### config.mk
export PLATFORM = sky130hd
export DESIGN_NAME = cpu_out_capture_flat
export DESIGN_NICKNAME = d
export VERILOG_FILES = /design/src/rtl/cpu_out_pkg.sv /design/src/rtl/cpu_out_capture_if.sv /design/src/rtl/sync_fifo_mem.sv /design/src/rtl/cpu_out_capture.sv /design/src/flat_wrapper.sv
export SDC_FILE = /design/constraint.sdc
export NUM_CORES = 1
export LEC_CHECK = 0
export ABC_AREA = 0
export BUFFER_PORTS_ARGS = -buffer_cell sky130_fd_sc_hd__buf_4
export CAP_MARGIN = 20
export CELL_PAD_IN_SITES_DETAIL_PLACEMENT = 1
export CELL_PAD_IN_SITES_GLOBAL_PLACEMENT = 1
export CORE_UTILIZATION = 26
export DETAILED_ROUTE_END_ITERATION = 12
export MAX_ROUTING_LAYER = met4
export PLACE_DENSITY = 0.42
export SKIP_CTS_REPAIR_TIMING = 1
export SLEW_MARGIN = 20
export SYNTH_ARGS = -nofsm -noshare
export SYNTH_HDL_FRONTEND = slang
export SYNTH_SLANG_ARGS = --single-unit
### constraint.sdc
create_clock -name Clk -period 7.1 [get_ports Clk]
set_input_delay 0.71 -clock Clk [delete_from_list [all_inputs] [get_ports Clk]]
set_output_delay 0.71 -clock Clk [all_outputs]
set_load 0.01 [all_outputs]
### src/rtl/cpu_out_pkg.sv
// Shared constants and helpers for the CPU Out capture FIFO.
package cpu_out_pkg;

   localparam int DEFAULT_DATA_W = 32;
   localparam int DROP_CNT_W     = 16;

   // Pointers carry one extra wrap bit so full and empty can be told apart.
   function automatic int ptr_w(input int depth);
      return $clog2(depth) + 1;
   endfunction

endpackage

### src/rtl/cpu_out_capture_if.sv
// Capture-side and drain-side signals of cpu_out_capture; DropCount exists only with CPU_OUT_DROP_COUNT_EN.
interface cpu_out_capture_if #(
   parameter int DATA_W = cpu_out_pkg::DEFAULT_DATA_W,
   parameter int DEPTH  = 8
);
   import cpu_out_pkg::*;

   logic [DATA_W-1:0]       CpuOut;
   logic                    CpuOutStrobe;
   logic [DATA_W-1:0]       DrainData;
   logic                    DrainValid;
   logic                    DrainReady;
   logic [ptr_w(DEPTH)-1:0] Count;
   logic                    Full;
   logic                    Empty;
   logic                    Overflow;
`ifdef CPU_OUT_DROP_COUNT_EN
   logic [DROP_CNT_W-1:0]   DropCount;
`endif

   modport master (
      output CpuOut, CpuOutStrobe, DrainReady,
`ifdef CPU_OUT_DROP_COUNT_EN
      input  DropCount,
`endif
      input  DrainData, DrainValid, Count, Full, Empty, Overflow
   );

   modport slave (
      input  CpuOut, CpuOutStrobe, DrainReady,
`ifdef CPU_OUT_DROP_COUNT_EN
      output DropCount,
`endif
      output DrainData, DrainValid, Count, Full, Empty, Overflow
   );

endinterface

### src/rtl/sync_fifo_mem.sv
// FIFO storage: registered write port, asynchronous read port.
module sync_fifo_mem #(
   parameter int DATA_W = 32,
   parameter int DEPTH  = 8
) (
   input  logic                     clk,
   input  logic                     we,
   input  logic [$clog2(DEPTH)-1:0] waddr,
   input  logic [DATA_W-1:0]        wdata,
   input  logic [$clog2(DEPTH)-1:0] raddr,
   output logic [DATA_W-1:0]        rdata
);

   logic [DATA_W-1:0] mem_q [DEPTH];
   logic [DATA_W-1:0] mem_d [DEPTH];

   always_comb begin
      mem_d = mem_q;
      if (we) begin
         mem_d[waddr] = wdata;
      end
   end

   always_ff @(posedge clk) begin
      mem_q <= mem_d;
   end

   assign rdata = mem_q[raddr];

endmodule

### src/rtl/cpu_out_capture.sv
// Captures changes (or strobes) of the CPU Out bus into a first-word fall-through FIFO.
// Optional sticky drop counter is enabled by defining CPU_OUT_DROP_COUNT_EN.
module cpu_out_capture #(
   parameter int DATA_W      = cpu_out_pkg::DEFAULT_DATA_W,
   parameter int DEPTH       = 8,
   parameter bit CHANGE_ONLY = 1'b1
) (
   input logic              Clk,
   input logic              Reset,
   cpu_out_capture_if.slave bus
);
   import cpu_out_pkg::*;

   localparam int PW = ptr_w(DEPTH);
   localparam int AW = PW - 1;

   logic [PW-1:0]     wr_ptr_q, wr_ptr_d;
   logic [PW-1:0]     rd_ptr_q, rd_ptr_d;
   logic [PW-1:0]     count_q, count_d;
   logic [DATA_W-1:0] last_out_q, last_out_d;
   logic              overflow_q, overflow_d;

   logic              empty, full;
   logic              push_req, pop, push_ok, drop;
   logic [DATA_W-1:0] rdata;

   // A full FIFO still accepts a push when the head leaves in the same cycle.
   always_comb begin
      empty    = (wr_ptr_q == rd_ptr_q);
      full     = (wr_ptr_q[AW] != rd_ptr_q[AW]) &&
                 (wr_ptr_q[AW-1:0] == rd_ptr_q[AW-1:0]);
      push_req = bus.CpuOutStrobe || (CHANGE_ONLY && (bus.CpuOut != last_out_q));
      pop      = !empty && bus.DrainReady;
      push_ok  = push_req && (!full || pop);
      drop     = push_req && full && !pop;

      wr_ptr_d   = wr_ptr_q;
      rd_ptr_d   = rd_ptr_q;
      count_d    = count_q;
      last_out_d = bus.CpuOut;
      overflow_d = overflow_q || drop;

      if (push_ok) begin
         wr_ptr_d = wr_ptr_q + PW'(1);
      end
      if (pop) begin
         rd_ptr_d = rd_ptr_q + PW'(1);
      end
      case ({push_ok, pop})
         2'b10:   count_d = count_q + PW'(1);
         2'b01:   count_d = count_q - PW'(1);
         default: count_d = count_q;
      endcase
   end

   always_ff @(posedge Clk) begin
      if (Reset) begin
         wr_ptr_q   <= '0;
         rd_ptr_q   <= '0;
         count_q    <= '0;
         last_out_q <= '0;
         overflow_q <= 1'b0;
      end else begin
         wr_ptr_q   <= wr_ptr_d;
         rd_ptr_q   <= rd_ptr_d;
         count_q    <= count_d;
         last_out_q <= last_out_d;
         overflow_q <= overflow_d;
      end
   end

   sync_fifo_mem #(
      .DATA_W (DATA_W),
      .DEPTH  (DEPTH)
   ) u_mem (
      .clk   (Clk),
      .we    (push_ok && !Reset),
      .waddr (wr_ptr_q[AW-1:0]),
      .wdata (bus.CpuOut),
      .raddr (rd_ptr_q[AW-1:0]),
      .rdata (rdata)
   );

   assign bus.DrainData  = rdata;
   assign bus.DrainValid = !empty;
   assign bus.Count      = count_q;
   assign bus.Full       = full;
   assign bus.Empty      = empty;
   assign bus.Overflow   = overflow_q;

`ifdef CPU_OUT_DROP_COUNT_EN
   logic [DROP_CNT_W-1:0] drop_cnt_q, drop_cnt_d;

   // Saturates rather than wrapping so a long overload never reads as "few drops".
   always_comb begin
      drop_cnt_d = drop_cnt_q;
      if (drop && (drop_cnt_q != {DROP_CNT_W{1'b1}})) begin
         drop_cnt_d = drop_cnt_q + DROP_CNT_W'(1);
      end
   end

   always_ff @(posedge Clk) begin
      if (Reset) begin
         drop_cnt_q <= '0;
      end else begin
         drop_cnt_q <= drop_cnt_d;
      end
   end

   assign bus.DropCount = drop_cnt_q;
`endif

endmodule

### src/flat_wrapper.sv
// flat-port wrapper written by rule: the top's interface ports become plain ports
module cpu_out_capture_flat import cpu_out_pkg::*;
#(
   parameter int DATA_W      = cpu_out_pkg::DEFAULT_DATA_W,
   parameter int DEPTH       = 8,
   parameter bit CHANGE_ONLY = 1'b1
)
  (Clk, Reset, bus_CpuOut, bus_CpuOutStrobe, bus_DrainReady, bus_DrainData, bus_DrainValid, bus_Count, bus_Full, bus_Empty, bus_Overflow);
  cpu_out_capture_if #(.DATA_W(DATA_W), .DEPTH(DEPTH)) bus_i ();
  input logic Clk;
  input logic Reset;
  input wire logic [$bits(bus_i.CpuOut)-1:0] bus_CpuOut;
  input wire logic [$bits(bus_i.CpuOutStrobe)-1:0] bus_CpuOutStrobe;
  input wire logic [$bits(bus_i.DrainReady)-1:0] bus_DrainReady;
  output wire logic [$bits(bus_i.DrainData)-1:0] bus_DrainData;
  output wire logic [$bits(bus_i.DrainValid)-1:0] bus_DrainValid;
  output wire logic [$bits(bus_i.Count)-1:0] bus_Count;
  output wire logic [$bits(bus_i.Full)-1:0] bus_Full;
  output wire logic [$bits(bus_i.Empty)-1:0] bus_Empty;
  output wire logic [$bits(bus_i.Overflow)-1:0] bus_Overflow;
  assign bus_i.CpuOut = bus_CpuOut;
  assign bus_i.CpuOutStrobe = bus_CpuOutStrobe;
  assign bus_i.DrainReady = bus_DrainReady;
  assign bus_DrainData = bus_i.DrainData;
  assign bus_DrainValid = bus_i.DrainValid;
  assign bus_Count = bus_i.Count;
  assign bus_Full = bus_i.Full;
  assign bus_Empty = bus_i.Empty;
  assign bus_Overflow = bus_i.Overflow;
  cpu_out_capture #(.DATA_W(DATA_W), .DEPTH(DEPTH), .CHANGE_ONLY(CHANGE_ONLY)) u_core (.Clk(Clk), .Reset(Reset), .bus(bus_i));
endmodule
==> summary.txt <==
Pwr
  • Int Pwr: 3.43 mW
  • Sw frac: 0.232
  • Net Switching: 1.03 mW
  • IR drop worst, VDD: ~160 uV
  • Pleak: 4.58 nW
  • Pwr dens: 315 nW/um^2
  • Comb pwr share: 0.132
  • Register share of total power: 0.454
  • Clock power share: 0.414

GRT
  • Pin count of the biggest net entering global routing: 51
  • Vias in the first global route: 6,349
  • Tot GR Track Use: 0.128
  • Initial antenna violation count: 0
  • Grt ovf: 0
  • First-pass GRT wire length: 42,300 um

Setup path
  • Worst Setup Path Type: flip-flop to output pin
  • FF-to-FF Start: u_core.rd_ptr_q[1]$_SDFFE_PP0P_
  • CP peak stage delay: 0.84 ns
  • CP top delay family: buffers and inverters
  • Crit path max-delay cell type: buf_4
  • WP buf/inv: 2
  • Arrival @ worst endpoint: around 3.2 ns
  • CP most frequent cell: buf_4
  • Reg-to-reg endpoint: u_core.bus.Count[3]$_SDFFE_PP0P_
  • Worst R2R Path Depth: 13
  • Critical Path Source Type: flip-flop
  • Crit-path cells: buf_4 > mux4_1 > mux2_2 > buf_4
  • CP Max Fanout: 42
  • CP endpoint kind: output pin
  • WP data required: 6.39 ns
  • Flop-to-flop setup slack: 3.19 ns

Finish
  • Layout Utilization: 0.320
  • Number of fillers in the final layout: ~4.5k
  • Layout cell share with drive strength beyond 1: 0.353
  • Area growth from synthesis to layout: 21.3%
  • Final layout net count: 720
  • Diode count: 0

STA
  • Fin Clk Skew: 0.0143 ns
  • Final period util: 0.551
  • Max-slew headroom: 0.376
  • Final setup TNS: 0 ns
  • Tmin final: 3.91 ns
  • Final Hold Vio Count: 0
  • Final Max Slew Viols: 0
  • RSZ-0062 raised after global routing: false
  • Slew @ Worst Pin: 0.936 ns
  • Hold slack: 0.458 ns
  • Final Setup Violations: 0
  • Highest Clock Rate: 256 MHz

Synth
  • Count leader, synth: edfxtp_1
  • Net count after synthesis: 618
  • Sequential-to-total area share from yosys stat: 0.735
  • Top FF cell, synth: edfxtp_1
  • Synthesized area: 11,700 sq um
  • Top cells by count, synth: edfxtp_1, mux4_2, dfxtp_1, xnor2_1, nor2b_1
  • Share of flip-flops with an asynchronous set or reset: 0
  • Avg Cell Area, Syn: 20.3 sq um
  • Top cells by area, synth: edfxtp_1, mux4_2, dfxtp_1
  • Yosys warning count: 0
  • Distinct cell type count after synthesis: 40
  • Yosys reg bits: 301
  • Top-area cell type share of the netlist area: 0.658
  • Largest area contributor in the netlist: edfxtp_1
  • Post-synth EDFFs: 256
  • Syn Inst Count: 576

Floorplanning
  • Row count: 77
  • Die area: 45,800 sq um
  • Initial Util: 0.264
  • Die Span X: 214 um
  • Core outline area: approximately 44,000 sq um
  • Top Ports: 76
  • DIE HEIGHT: 214 um

CTS
  • TritonCTS clock tree: built
  • CTS Buffer Depth: 3
  • CTS H-tree depth: 2
  • Clock Pin Slew Worst Setup and Hold Paths: 0.06 ns
  • Inserted Clock Buffers: 36
  • Clk sinks: 301
  • Clock Latency Late Sink: 0.51 ns
  • Root buf cell: clkbuf_16

Detailed routing
  • Antenna-violating nets left: 0
  • Total Wirelength: 28,000 um
  • Initial DRC count: about 230
  • Pre-antenna DRT Iters: 4
  • Routed length per placed instance: 21.6 um
  • Vias: 5,654
  • Via-per-instance ratio: 4.36
  • DRC errors left: 0

Place
  • Routability Congestion: 0.676
  • Hpwl dp: 16,100 um
  • Port bufs: 75

Worst hold path
  • Worst Hold Path EP: u_core.u_mem.mem_q[9]$_DFFE_PP_
  • Hold Startpoint: bus_CpuOut[9]
  • Worst hold path depth: 1
  • Hold/Removal Path Class: input port to flip-flop

Outcome
  • Status: finished clean

Flow run
  • Max-cap violations: 0
-- worst max path at each step --
stage          slack [ns]                            start  depth (start not counted)                               end
3_3_place_gp         3.08  u_core.rd_ptr_q[1]$_SDFFE_PP0P_                         12  u_core.bus.Count[3]$_SDFFE_PP0P_
3_5_place_dp         3.13  u_core.rd_ptr_q[1]$_SDFFE_PP0P_                         13  u_core.bus.Count[3]$_SDFFE_PP0P_
6_report             3.19  u_core.rd_ptr_q[0]$_SDFFE_PP0P_                          4                  bus_DrainData[1]
5_1_grt              2.80  u_core.rd_ptr_q[1]$_SDFFE_PP0P_                         13  u_core.bus.Count[3]$_SDFFE_PP0P_
2_1_floorplan        1.90                   bus_CpuOut[19]                          7  u_core.u_mem.mem_q[64]$_DFFE_PP_
4_1_cts              3.00  u_core.rd_ptr_q[0]$_SDFFE_PP0P_                          4                 bus_DrainData[26]
-- power by group through the flow --
stage / clock, mW / combinational [mW] / sequential [mW]
global placement: 0 / 0.597 / 2.06
finish: 1.85 / 0.587 / 2.03
CTS: 1.91 / 0.611 / 2.03
floorplan: 0 / 0.411 / 2.04
detailed placement: 0 / 0.608 / 2.07
global route: 1.97 / 0.643 / 2.04
-- placed cells by master, fill, tap and decap left out, types with 3 or more instances in the layout --
| cell type | Yosys | routed |
|---|---|---|
| buf_4 | 3 | 91 |
| inv_1 | 5 | 5 |
| bufinv_16 | 0 | 5 |
| nor4_2 | 1 | 3 |
| mux2_2 | 32 | 32 |
| mux4_2 | 56 | 56 |
| nand3_1 | 3 | 3 |
| clkinv_1 | 0 | 5 |
| mux4_1 | 8 | 8 |
| nor2b_1 | 35 | 35 |
| nand2b_1 | 4 | 4 |
| edfxtp_1 | 256 | 256 |
| clkbuf_16 | 0 | 37 |
| a21oi_1 | 6 | 6 |
| xor2_1 | 5 | 5 |
| ha_1 | 5 | 5 |
| nor4b_2 | 1 | 3 |
| nor3_2 | 1 | 5 |
| dfxtp_1 | 45 | 42 |
| clkinv_2 | 0 | 9 |
| nand4_1 | 9 | 9 |
| xnor2_1 | 37 | 37 |
| nor2_1 | 13 | 13 |
| clkbuf_1 | 8 | 7 |
-- final cells by class --
class	instances	area, sq um	area share
well taps	592	741	0.0523
clock buffers	44	952	0.0672
inverters	5	18.8	0.00132
clock inverters	21	231	0.0163
repair buffers	92	711	0.0502
flip-flops and latches	301	8590	0.606
multi-input cells	242	2920	0.206
-- registers in the layout (all words and copies together) (netlist names) --
register and flops:
u_core.bus.Count 4, u_core.bus.Overflow 1, u_core.last_out_q 32, u_core.rd_ptr_q 4, u_core.u_mem.mem_q 256, u_core.wr_ptr_q 4
-- per-stage QoR --
step	power [mW]	setup slack (ns)	area, sq um	instances
6_report	4.46	3.19	14200	1297
3_3_place_gp	2.66	3.08	13000	1231
2_1_floorplan	2.45	1.90	11700	576
5_1_grt	4.65	2.80	14200	1297
4_1_cts	4.55	3.00	14200	1297
3_5_place_dp	2.68	3.13	13000	1232
-- metal layers --
metal  vias to the layer above  global-route usage  share of wire
li1                       2493                   -              -
met4                         0              0.0338          0.019
met1                      3014               0.165           0.46
met5                         -                   -              0
met3                        47              0.0226          0.037
met2                       100               0.206           0.48
-- cells by family (layout without fill, tap and decap cells) --
kind of cell / count (synthesis) / count (layout) / synth area share
flops: 301 / 301 / 0.735
mux: 99 / 99 / 0.160
simple gates: 84 / 84 / 0.0431
xor+xnor: 42 / 42 / 0.0315
buf+inv: 33 / 162 / 0.0185
compound gates: 11 / 11 / 0.00514
fa+ha+maj: 6 / 6 / 0.00707
-- worst register-to-register path, stage by stage, from the launching register on --
cell and delay (ns):
dfxtp_2 0.31, buf_4 0.44, buf_16 0.32, xnor2_1 0.21
nand3_1 0.16, nor3_2 0.39, nand2b_1 0.54, ha_1 0.31
ha_1 0.25, a21o_1 0.18, a21oi_1 0.18, xnor2_1 0.11
or3_1 0.32, a21oi_1 0.14
Note: power is estimated with default switching activity, not from simulation.
